`src/rtl/wordle_pkg.sv`:
```
// Shared Wordle definitions: colour codes, cell/letter packing widths,
// evaluator FSM states and a helper to pull one letter out of a packed word.
package wordle_pkg;

  localparam int unsigned LETTER_W    = 5;
  localparam int unsigned CELL_W      = 7;
  localparam int unsigned NUM_COLS    = 5;
  localparam int unsigned NUM_LETTERS = 26;
  localparam int unsigned BLANK       = 26;
  localparam int unsigned WORD_W      = LETTER_W * NUM_COLS;
  localparam int unsigned ROW_W       = CELL_W * NUM_COLS;

  localparam logic [1:0] GREY   = 2'd0;
  localparam logic [1:0] YELLOW = 2'd1;
  localparam logic [1:0] GREEN  = 2'd2;
  localparam logic [1:0] RED    = 2'd3;

  typedef enum logic [1:0] {
    IDLE,
    GREEN_PASS,
    YELLOW_PASS,
    DONE
  } state_t;

  function automatic logic [LETTER_W-1:0] letter_at(input logic [WORD_W-1:0] word,
                                                    input logic [2:0] idx);
    return word[LETTER_W*idx +: LETTER_W];
  endfunction

endpackage

```
`src/rtl/guess_evaluator_if.sv`:
```
// Evaluator bus: guess/answer submission in, coloured row and game status out.
//   master: drives new_game, submit, guess, answer (letter-entry side)
//   slave : the evaluator, drives result, row, busy, done, reject, win, game_over
interface guess_evaluator_if;

  logic                              new_game;
  logic                              submit;
  logic [wordle_pkg::WORD_W-1:0]     guess;
  logic [wordle_pkg::WORD_W-1:0]     answer;
  logic [wordle_pkg::ROW_W-1:0]      result;
  logic [2:0]                        row;
  logic                              busy;
  logic                              done;
  logic                              reject;
  logic                              win;
  logic                              game_over;

  modport master (
    output new_game, submit, guess, answer,
    input  result, row, busy, done, reject, win, game_over
  );

  modport slave (
    input  new_game, submit, guess, answer,
    output result, row, busy, done, reject, win, game_over
  );

endinterface

```
`src/rtl/letter_count_bank.sv`:
```
// 26 x 3-bit letter counters used to track unmatched answer letters.
//   clk, rst          : clock, synchronous active-high reset
//   clr               : clear all counters
//   inc, inc_idx      : increment counter inc_idx (saturates at 5)
//   dec, dec_idx      : decrement counter dec_idx (floors at 0)
//   rd_idx, nonzero   : combinational read, count[rd_idx] > 0
module letter_count_bank
  import wordle_pkg::*;
(
  input  logic                clk,
  input  logic                rst,
  input  logic                clr,
  input  logic                inc,
  input  logic [LETTER_W-1:0] inc_idx,
  input  logic                dec,
  input  logic [LETTER_W-1:0] dec_idx,
  input  logic [LETTER_W-1:0] rd_idx,
  output logic                nonzero
);

  localparam logic [LETTER_W-1:0] LAST_LETTER = LETTER_W'(NUM_LETTERS - 1);

  logic [2:0] cnt [NUM_LETTERS];

  always_ff @(posedge clk) begin
    if (rst || clr) begin
      for (int unsigned i = 0; i < NUM_LETTERS; i++) cnt[i] <= '0;
    end else begin
      if (inc && inc_idx <= LAST_LETTER && cnt[inc_idx] < 3'd5)
        cnt[inc_idx] <= cnt[inc_idx] + 3'd1;
      if (dec && dec_idx <= LAST_LETTER && cnt[dec_idx] != '0)
        cnt[dec_idx] <= cnt[dec_idx] - 3'd1;
    end
  end

  assign nonzero = (rd_idx <= LAST_LETTER) ? (cnt[rd_idx] != '0) : 1'b0;

endmodule

```
`src/rtl/guess_evaluator.sv`:
```
// Scores a five-letter guess against the answer with the two-pass
// green/yellow algorithm, one column per cycle per pass, and tracks
// guess count, win and game-over.
//   clk, rst : clock, synchronous active-high reset
//   bus      : guess_evaluator_if slave (submit/new_game in, result/status out)
// MAX_GUESSES must fit the 3-bit row/count (<= 7).
module guess_evaluator
  import wordle_pkg::*;
#(
  parameter int unsigned MAX_GUESSES = 6
) (
  input  logic              clk,
  input  logic              rst,
  guess_evaluator_if.slave  bus
);

  localparam logic [2:0] LAST_COL = 3'(NUM_COLS - 1);
  localparam logic [2:0] MAX_CNT  = 3'(MAX_GUESSES);

  state_t                   state, next_state;
  logic [WORD_W-1:0]        g_r, a_r;
  logic [2:0]               col;
  logic                     rej_r;
  logic [NUM_COLS-1:0]      green_mask;
  logic [2:0]               guess_cnt, next_cnt;
  logic [ROW_W-1:0]         result_r;
  logic [2:0]               row_r;
  logic                     done_r, reject_r, win_r, game_over_r;

  logic [LETTER_W-1:0]      g_col, a_col;
  logic                     col_match, hit, accept, bad_letter;
  logic                     clr, inc, dec;

  assign g_col     = letter_at(g_r, col);
  assign a_col     = letter_at(a_r, col);
  assign col_match = (g_col == a_col);
  assign accept    = bus.submit && !bus.new_game && !game_over_r;
  assign next_cnt  = (guess_cnt >= MAX_CNT - 3'd1) ? MAX_CNT : guess_cnt + 3'd1;

  always_comb begin
    bad_letter = 1'b0;
    for (int unsigned i = 0; i < NUM_COLS; i++)
      if (bus.guess[LETTER_W*i +: LETTER_W] > LETTER_W'(NUM_LETTERS - 1)) bad_letter = 1'b1;
  end

  letter_count_bank u_bank (
    .clk     (clk),
    .rst     (rst),
    .clr     (clr),
    .inc     (inc),
    .inc_idx (a_col),
    .dec     (dec),
    .dec_idx (g_col),
    .rd_idx  (g_col),
    .nonzero (hit)
  );

  always_ff @(posedge clk) begin
    if (rst) state <= IDLE;
    else     state <= next_state;
  end

  // A rejected guess still passes through GREEN_PASS for one cycle, where
  // the RED row is written; this gives the reject path its fixed latency.
  always_comb begin
    next_state = state;
    clr        = 1'b0;
    inc        = 1'b0;
    dec        = 1'b0;
    case (state)
      IDLE: begin
        if (accept) begin
          clr        = 1'b1;
          next_state = GREEN_PASS;
        end
      end
      GREEN_PASS: begin
        if (rej_r) begin
          next_state = DONE;
        end else begin
          inc = !col_match;
          if (col == LAST_COL) next_state = YELLOW_PASS;
        end
      end
      YELLOW_PASS: begin
        dec = !green_mask[col] && hit;
        if (col == LAST_COL) next_state = DONE;
      end
      DONE: next_state = IDLE;
      default: next_state = IDLE;
    endcase
  end

  always_ff @(posedge clk) begin
    if (rst) begin
      g_r         <= '0;
      a_r         <= '0;
      col         <= '0;
      rej_r       <= 1'b0;
      green_mask  <= '0;
      guess_cnt   <= '0;
      result_r    <= '0;
      row_r       <= '0;
      done_r      <= 1'b0;
      reject_r    <= 1'b0;
      win_r       <= 1'b0;
      game_over_r <= 1'b0;
    end else begin
      done_r   <= 1'b0;
      reject_r <= 1'b0;
      case (state)
        IDLE: begin
          if (bus.new_game) begin
            guess_cnt   <= '0;
            win_r       <= 1'b0;
            game_over_r <= 1'b0;
          end else if (accept) begin
            g_r        <= bus.guess;
            a_r        <= bus.answer;
            col        <= '0;
            rej_r      <= bad_letter;
            green_mask <= '0;
          end
        end
        GREEN_PASS: begin
          if (rej_r) begin
            for (int unsigned i = 0; i < NUM_COLS; i++)
              result_r[CELL_W*i +: CELL_W] <= {RED, g_r[LETTER_W*i +: LETTER_W]};
          end else begin
            result_r[CELL_W*col +: CELL_W] <= {(col_match ? GREEN : GREY), g_col};
            green_mask[col] <= col_match;
            col <= (col == LAST_COL) ? '0 : col + 3'd1;
          end
        end
        YELLOW_PASS: begin
          if (!green_mask[col])
            result_r[CELL_W*col +: CELL_W] <= {(hit ? YELLOW : GREY), g_col};
          col <= (col == LAST_COL) ? '0 : col + 3'd1;
        end
        DONE: begin
          done_r   <= 1'b1;
          reject_r <= rej_r;
          row_r    <= guess_cnt;
          if (!rej_r) begin
            guess_cnt   <= next_cnt;
            win_r       <= &green_mask;
            game_over_r <= (&green_mask) || (next_cnt == MAX_CNT);
          end
        end
        default: ;
      endcase
    end
  end

  assign bus.busy      = (state != IDLE);
  assign bus.result    = result_r;
  assign bus.row       = row_r;
  assign bus.done      = done_r;
  assign bus.reject    = reject_r;
  assign bus.win       = win_r;
  assign bus.game_over = game_over_r;

endmodule

```
`src/flat_wrapper.sv`:
```
// flat-port wrapper written by rule: the top's interface ports become plain ports
module guess_evaluator_flat import wordle_pkg::*;
#(
  parameter int unsigned MAX_GUESSES = 6
)
  (clk, rst, bus_new_game, bus_submit, bus_guess, bus_answer, bus_result, bus_row, bus_busy, bus_done, bus_reject, bus_win, bus_game_over);
  guess_evaluator_if bus_i ();
  input  logic clk;
  input  logic rst;
  input wire logic [$bits(bus_i.new_game)-1:0] bus_new_game;
  input wire logic [$bits(bus_i.submit)-1:0] bus_submit;
  input wire logic [$bits(bus_i.guess)-1:0] bus_guess;
  input wire logic [$bits(bus_i.answer)-1:0] bus_answer;
  output wire logic [$bits(bus_i.result)-1:0] bus_result;
  output wire logic [$bits(bus_i.row)-1:0] bus_row;
  output wire logic [$bits(bus_i.busy)-1:0] bus_busy;
  output wire logic [$bits(bus_i.done)-1:0] bus_done;
  output wire logic [$bits(bus_i.reject)-1:0] bus_reject;
  output wire logic [$bits(bus_i.win)-1:0] bus_win;
  output wire logic [$bits(bus_i.game_over)-1:0] bus_game_over;
  assign bus_i.new_game = bus_new_game;
  assign bus_i.submit = bus_submit;
  assign bus_i.guess = bus_guess;
  assign bus_i.answer = bus_answer;
  assign bus_result = bus_i.result;
  assign bus_row = bus_i.row;
  assign bus_busy = bus_i.busy;
  assign bus_done = bus_i.done;
  assign bus_reject = bus_i.reject;
  assign bus_win = bus_i.win;
  assign bus_game_over = bus_i.game_over;
  guess_evaluator #(.MAX_GUESSES(MAX_GUESSES)) u_core (.clk(clk), .rst(rst), .bus(bus_i));
endmodule
```
`config.mk`:
```
export PLATFORM = sky130hd
export DESIGN_NAME = guess_evaluator_flat
export DESIGN_NICKNAME = d
export VERILOG_FILES = /design/src/rtl/wordle_pkg.sv /design/src/rtl/guess_evaluator_if.sv /design/src/rtl/letter_count_bank.sv /design/src/rtl/guess_evaluator.sv /design/src/flat_wrapper.sv
export SDC_FILE = /design/constraint.sdc
export NUM_CORES = 1
export LEC_CHECK = 0
export CELL_PAD_IN_SITES_DETAIL_PLACEMENT = 1
export CELL_PAD_IN_SITES_GLOBAL_PLACEMENT = 1
export CORE_MARGIN = 2
export CORE_UTILIZATION = 47
export CTS_BUF_LIST = sky130_fd_sc_hd__clkbuf_8
export DETAILED_ROUTE_END_ITERATION = 10
export DONT_BUFFER_PORTS = 1
export PLACE_DENSITY_LB_ADDON = 0.1
export SYNTH_ARGS = -nofsm -noshare
export SYNTH_HDL_FRONTEND = slang
export SYNTH_SLANG_ARGS = --single-unit
```
`constraint.sdc`:
```
create_clock -name clk -period 4.8 [get_ports clk]
set_input_delay 0.72 -clock clk [delete_from_list [all_inputs] [get_ports clk]]
set_output_delay 0.72 -clock clk [all_outputs]
set_load 0.02 [all_outputs]
```
* Word-level counts from Yosys, hierarchy flattened
Memories as Yosys holds them, arrays and structs flattened.
Cells that the tools add are included.
** Word-level totals
- Register bits after elaboration :: 106
- Bits in latches :: 0
- Memory bits (writable) :: 78
- Bits in read-only memories :: 0
- Input bits :: 54
- Output and inout bits :: 43
- Word-level logic and storage cells :: 145
- Memories kept :: 1
** Operators by class
- $add $sub $neg :: 5
- $mul :: 2
- Div/mod/pow operators :: 0
- Magnitude comparators :: 11
- Equality and inequality tests :: 14
- Shifts and indexed selects :: 5
- Muxes and demuxes :: 61
- Bitwise gates (word level) :: 2
- Reduce and logical (&&, ||, !) cells :: 31
** Memories
- u_core.u_bank.cnt :: words 26, width 3, read ports 2, clocked after Yosys merged registers in 0, wr ports 26, line letter_count_bank.sv:23 : logic [2:0] cnt [NUM_LETTERS];
** Operator list (number)
- $bwmux 35 :: 2
- $mux 35 :: 2
- $pmux 35 s2 :: 1
- $shiftx 7x34->35 :: 2
- $shiftx 25x7->5 :: 2
- $shift 7x34->35 const A :: 1
- $neg 6->34 :: 1
- $mux 1 :: 28
- $mux 3 :: 9
- $gt 5x5->1 const B :: 5
- $mux 5 :: 5
- $mul 3x3->6 const A :: 2
- $le 5x5->1 const B :: 2
- $mux 2 :: 5
- $ne 2x2->1 const B :: 5
- $pmux 5 s2 :: 1
- $add 3x1->3 const B :: 3
- $pmux 3 s3 :: 1
- $reduce_and 3->1 :: 3
- $logic_and 1x1->1 :: 8
- $pmux 2 s4 :: 1
- $reduce_and 4->1 :: 2
- $reduce_bool 2->1 :: 4
- $eq 3x3->1 const B :: 2
- 24 further kinds :: 34

* Depth between registers and ports, before layout
- Depth in word-level cells :: 14
- Depth in mapped cells :: 22
- Mapped depth without buffers :: 17

* By module
A second synthesis with hierarchy kept.
** Unflattened totals
- Cell total of the unflattened synthesis :: 1297
- Area, all modules :: 11957.7 sq um
** By module, submodules not included
- letter_count_bank :: times used 1, cells an instance 634, area each 6744.0 sq um, sequential area each 2882.8 sq um
- guess_evaluator :: times used 1, cells an instance 663, area each 5213.8 sq um, sequential area each 2122.0 sq um

* Worst setup path before layout
Ideal clock, no wire load.
- Path type :: reg-to-reg
- From :: register u_core.col[1]
- To :: memory u_core.u_bank.cnt[11][0] (enable)
- Setup time :: 0.294 ns
- Arrival :: 4.737 ns
- Data required time :: 4.506 ns
- Setup slack :: -0.232 ns
- Stages on the path, launching flop included :: 22
- Buffers on the path :: 5
- Clock period less this slack :: 5.032 ns
- Cell sequence :: dfxtp_1 buf_6 buf_2 mux2_2 a32o_1 nor2_1 buf_2 clkbuf_1 buf_1 mux4_2 nand2_1 nand3_1 a31oi_1 ha_1 ha_1 nand2b_1 inv_1 nand3_1 mux2i_1 nor2_1 a31oi_1 o21ai_0
** RTL lines
- start, declared :: line guess_evaluator.sv:22 : logic [2:0] col;
- start signal, assigned :: line guess_evaluator.sv:132 : col <= (col == LAST_COL) ? '0 : col + 3'd1;
- start signal, assigned :: line guess_evaluator.sv:138 : col <= (col == LAST_COL) ? '0 : col + 3'd1;
- end, declared :: line letter_count_bank.sv:23

==> run metrics <==
DIE HEIGHT=157 um; syn_area_per_cell=9.71 um^2; crit share post-route=0.972; CP max FO=15; Worst EP required=5020 ps; Worst Reg-to-Reg Cells=21; DP Area=between 0.01 and 0.015 mm^2; final hold vios=0; Synth-to-Final Area Change=15.6%; Worst Hold End=u_core.a_r[19]; placed cell count=1,420; P_leak=4.38 nW; count of input and output buffers=0; Layout Skew=14.1 ps; initial drt markers=750; Yosys cell types=71; # rows=55; CTS clk-pin slew, worst paths=60 ps; Max Clk Rate=214 MHz; reg-to-reg slack, setup=about 130 ps; clk sinks=202; hold_sp=rst; final antenna-violating net count=0; diode count=0; clk root buf=clkbuf_8; mux contribution to synthesized area=0.113; Final Setup Violations=0; Synth Cell Area=0.0109 mm^2; Max-Cap Viols=0; DIE WIDTH=157 um; R2R Path End=u_core.u_bank.cnt[24][0]; Ports=97; Layout fillers=about 2.6k; status=complete, no violations; Skew-Pair Late Insertion Delay=~530 ps; routed len/inst=roughly 25 um; CTS HTree Levels=2; min Tclk post-route=4670 ps; total CTS buffers=36; vias in the first global route=9,689; post-synthesis xor/xnor area fraction=0.00321; Fin Hold WS=275 ps; post-synthesis adder-cell area fraction=0.0160; register area share after synthesis=0.458; initial antenna violation count=0; share of cells above drive strength 1=0.218; Setup WS pre-CTS=-22.5 ps; total gr overflow=0; Pwr Density=503 mW/mm^2; Synth Area in Simple Gates=0.194; slew margin rel.=0.325; Crit Reg-Reg Startpoint=u_core.col[1]; vias per cell=6.36; Cells after Synth=1,126; WP data arrival=4880 ps; Setup crit start kind=flip-flop; CP endpoint kind=flip-flop; largest family of logic cells by synthesized area=simple AND/OR/NAND/NOR gates; RD Place Congestion=0.938; final count of pins violating max slew=0; nets=about 1.2k; Post-synth EDFFs=96; drt total wl=roughly 37,000 um; fin cells=approximately 1.5k; Non-Filler Cell Area, Final=0.0126 mm^2; Yosys warning count=0; peak supply drop=513 uV; largest net degree at the start of global routing=107; WHS Path Cells=1; vias post-DR=9,475; drc violations=0; post-route setup slack=132 ps; initial core utilization=0.481; Register Area=between 0.005 and 0.006 mm^2; die area=0.0245 mm^2; hpwl dp=26,500 um; Core Footprint=0.0227 mm^2; Crit Path Class=reg -> reg; first-pass GRT wire length=55,900 um; ys async rst share=0; Synth Flop Type=dfxtp_1; Synth Area in Compound Gates=0.172; CTS tree=yes; maximum clock insertion buffer count=3; GRT Total Usage=0.299; First-pass DRT Iterations=5; final core utilization=0.557; Worst-Margin Slew=1010 ps; worst hold-check path type=in -> reg; #FFs+latches synth=approximately 200; multi-input logic area=0.00569 mm^2; RSZ-0062 raised after global routing=yes
where the power goes:
part / internal (mW) / leakage, nW / total (mW) / switching [mW]
Clock: 0.925 / 0.399 / 1.64 / 0.715
Combinational: 0.845 / 2.12 / 2.32 / 1.48
Sequential: 2.12 / 1.86 / 2.40 / 0.275
state kept, by name, summed over array words and instances (netlist names):
register	count
u_core.bus.done	1
u_core.u_bank.cnt	96
u_core.rej_r	1
u_core.bus.row	3
u_core.green_mask	5
u_core.g_r	25
u_core.bus.result	35
u_core.bus.reject	1
u_core.col	3
u_core.bus.game_over	1
u_core.guess_cnt	3
u_core.a_r	25
u_core.state	2
u_core.bus.win	1
layout make-up:
cell class / instances / share of cell area
tap: 285 / 0.0282
clock buffer: 40 / 0.0436
clock inverter: 23 / 0.0140
inverter: 17 / 0.00505
sequential: 202 / 0.396
multi-input combinational: 836 / 0.450
timing repair buffer: 87 / 0.0631
routing by layer:
| metal | global-route usage | routed length [um] | vias to the layer above |
|---|---|---|---|
| li1 | - | - | 4264 |
| met1 | 0.380 | 14800 | 4672 |
| met2 | 0.510 | 17800 | 435 |
| met3 | 0.0510 | 2620 | 104 |
| met4 | 0.115 | 1650 | 0 |
| met5 | 0 | 0 | - |
placed cells by master (no fill, tap or decap), types with 18 or more instances in the layout:
master    instances
a22oi_1          26
clkbuf_8         40
mux2i_1          18
o21ai_0          21
nor2_1          113
edfxtp_1         96
dfxtp_1         104
nand3_1          29
nor3_1           56
a21oi_1          94
mux4_2           38
nand2_1         157
inv_1            25
buf_4            72
nor3_2           21
conb_1           18
a211oi_1         28
through the flow:
step / TNS (ps) / power, mW
floorplan: 0 / 3.78
global placement: 0 / 4.57
detailed placement: -74.6 / 4.62
CTS: 0 / 6.28
global route: -223 / 6.69
finish: 0 / 6.36
worst max-delay path, stage by stage, from the launching register on:
cell and delay [ps]:
dfxtp_2 360, buf_4 210, nor2_4 110, a22oi_1 70, buf_4 160, o22ai_4 230
buf_12 210, mux4_2 560, mux2i_2 200, nand3_1 130, nand4_1 180, ha_1 180
ha_1 140, nand2b_1 110, inv_1 60, buf_4 130, nand3_1 130, buf_6 180
nand3_1 150, nor2_4 250, a31oi_4 260, o21ai_2 310
Yosys cell counts, types with 8 or more instances:
cell	n	area, um^2
edfxtp_1	96	2880
a22oi_1	26	195
buf_2	24	120
a31oi_1	10	62.6
nor2_1	116	435
and3_1	11	68.8
a211oi_1	29	218
dfxtp_1	106	2120
o21ai_0	37	185
mux4_2	38	856
mux2i_1	21	210
a21oi_1	95	475
ha_1	14	175
nor3_2	21	210
o211ai_1	12	90.1
clkbuf_1	49	184
or2_2	8	50.1
inv_1	16	60.1
mux2_2	12	135
nand2b_1	14	87.6
nand3_1	29	145
nor3_1	56	280
nand2_1	157	589
o22ai_1	13	81.3
logic make-up (layout without fill, tap and decap cells):
kind of cell,count (synthesis),in the layout
flops,202,202
fa+ha+maj,14,14
other cells,1,18
simple gates,446,446
xor+xnor,4,4
buf+inv,106,167
compound gates,280,281
mux,73,73
how the worst max path moves through the flow:
stage	startpoint	end	slack (ps)	depth (start not counted)
3_5_place_dp	u_core.col[1]	u_core.u_bank.cnt[24][1]	-20	19
5_1_grt	u_core.col[1]	u_core.u_bank.cnt[24][2]	-30	22
3_3_place_gp	u_core.col[1]	u_core.u_bank.cnt[4][0]	120	19
4_1_cts	u_core.col[1]	u_core.u_bank.cnt[25][0]	7	19
2_1_floorplan	u_core.col[1]	u_core.u_bank.cnt[14][0]	70	21
6_report	u_core.col[1]	u_core.u_bank.cnt[24][0]	130	21
timing repair:
action                     CTS  global route
gates resized for setup      6            44
setup buffers                0             3
gates cloned                 0             4
setup endpoints to repair   24           158
hold endpoints to repair     0             0
pin swaps                    1             3
hold buffers                 0             0
Power figures use the tool's default switching activity.
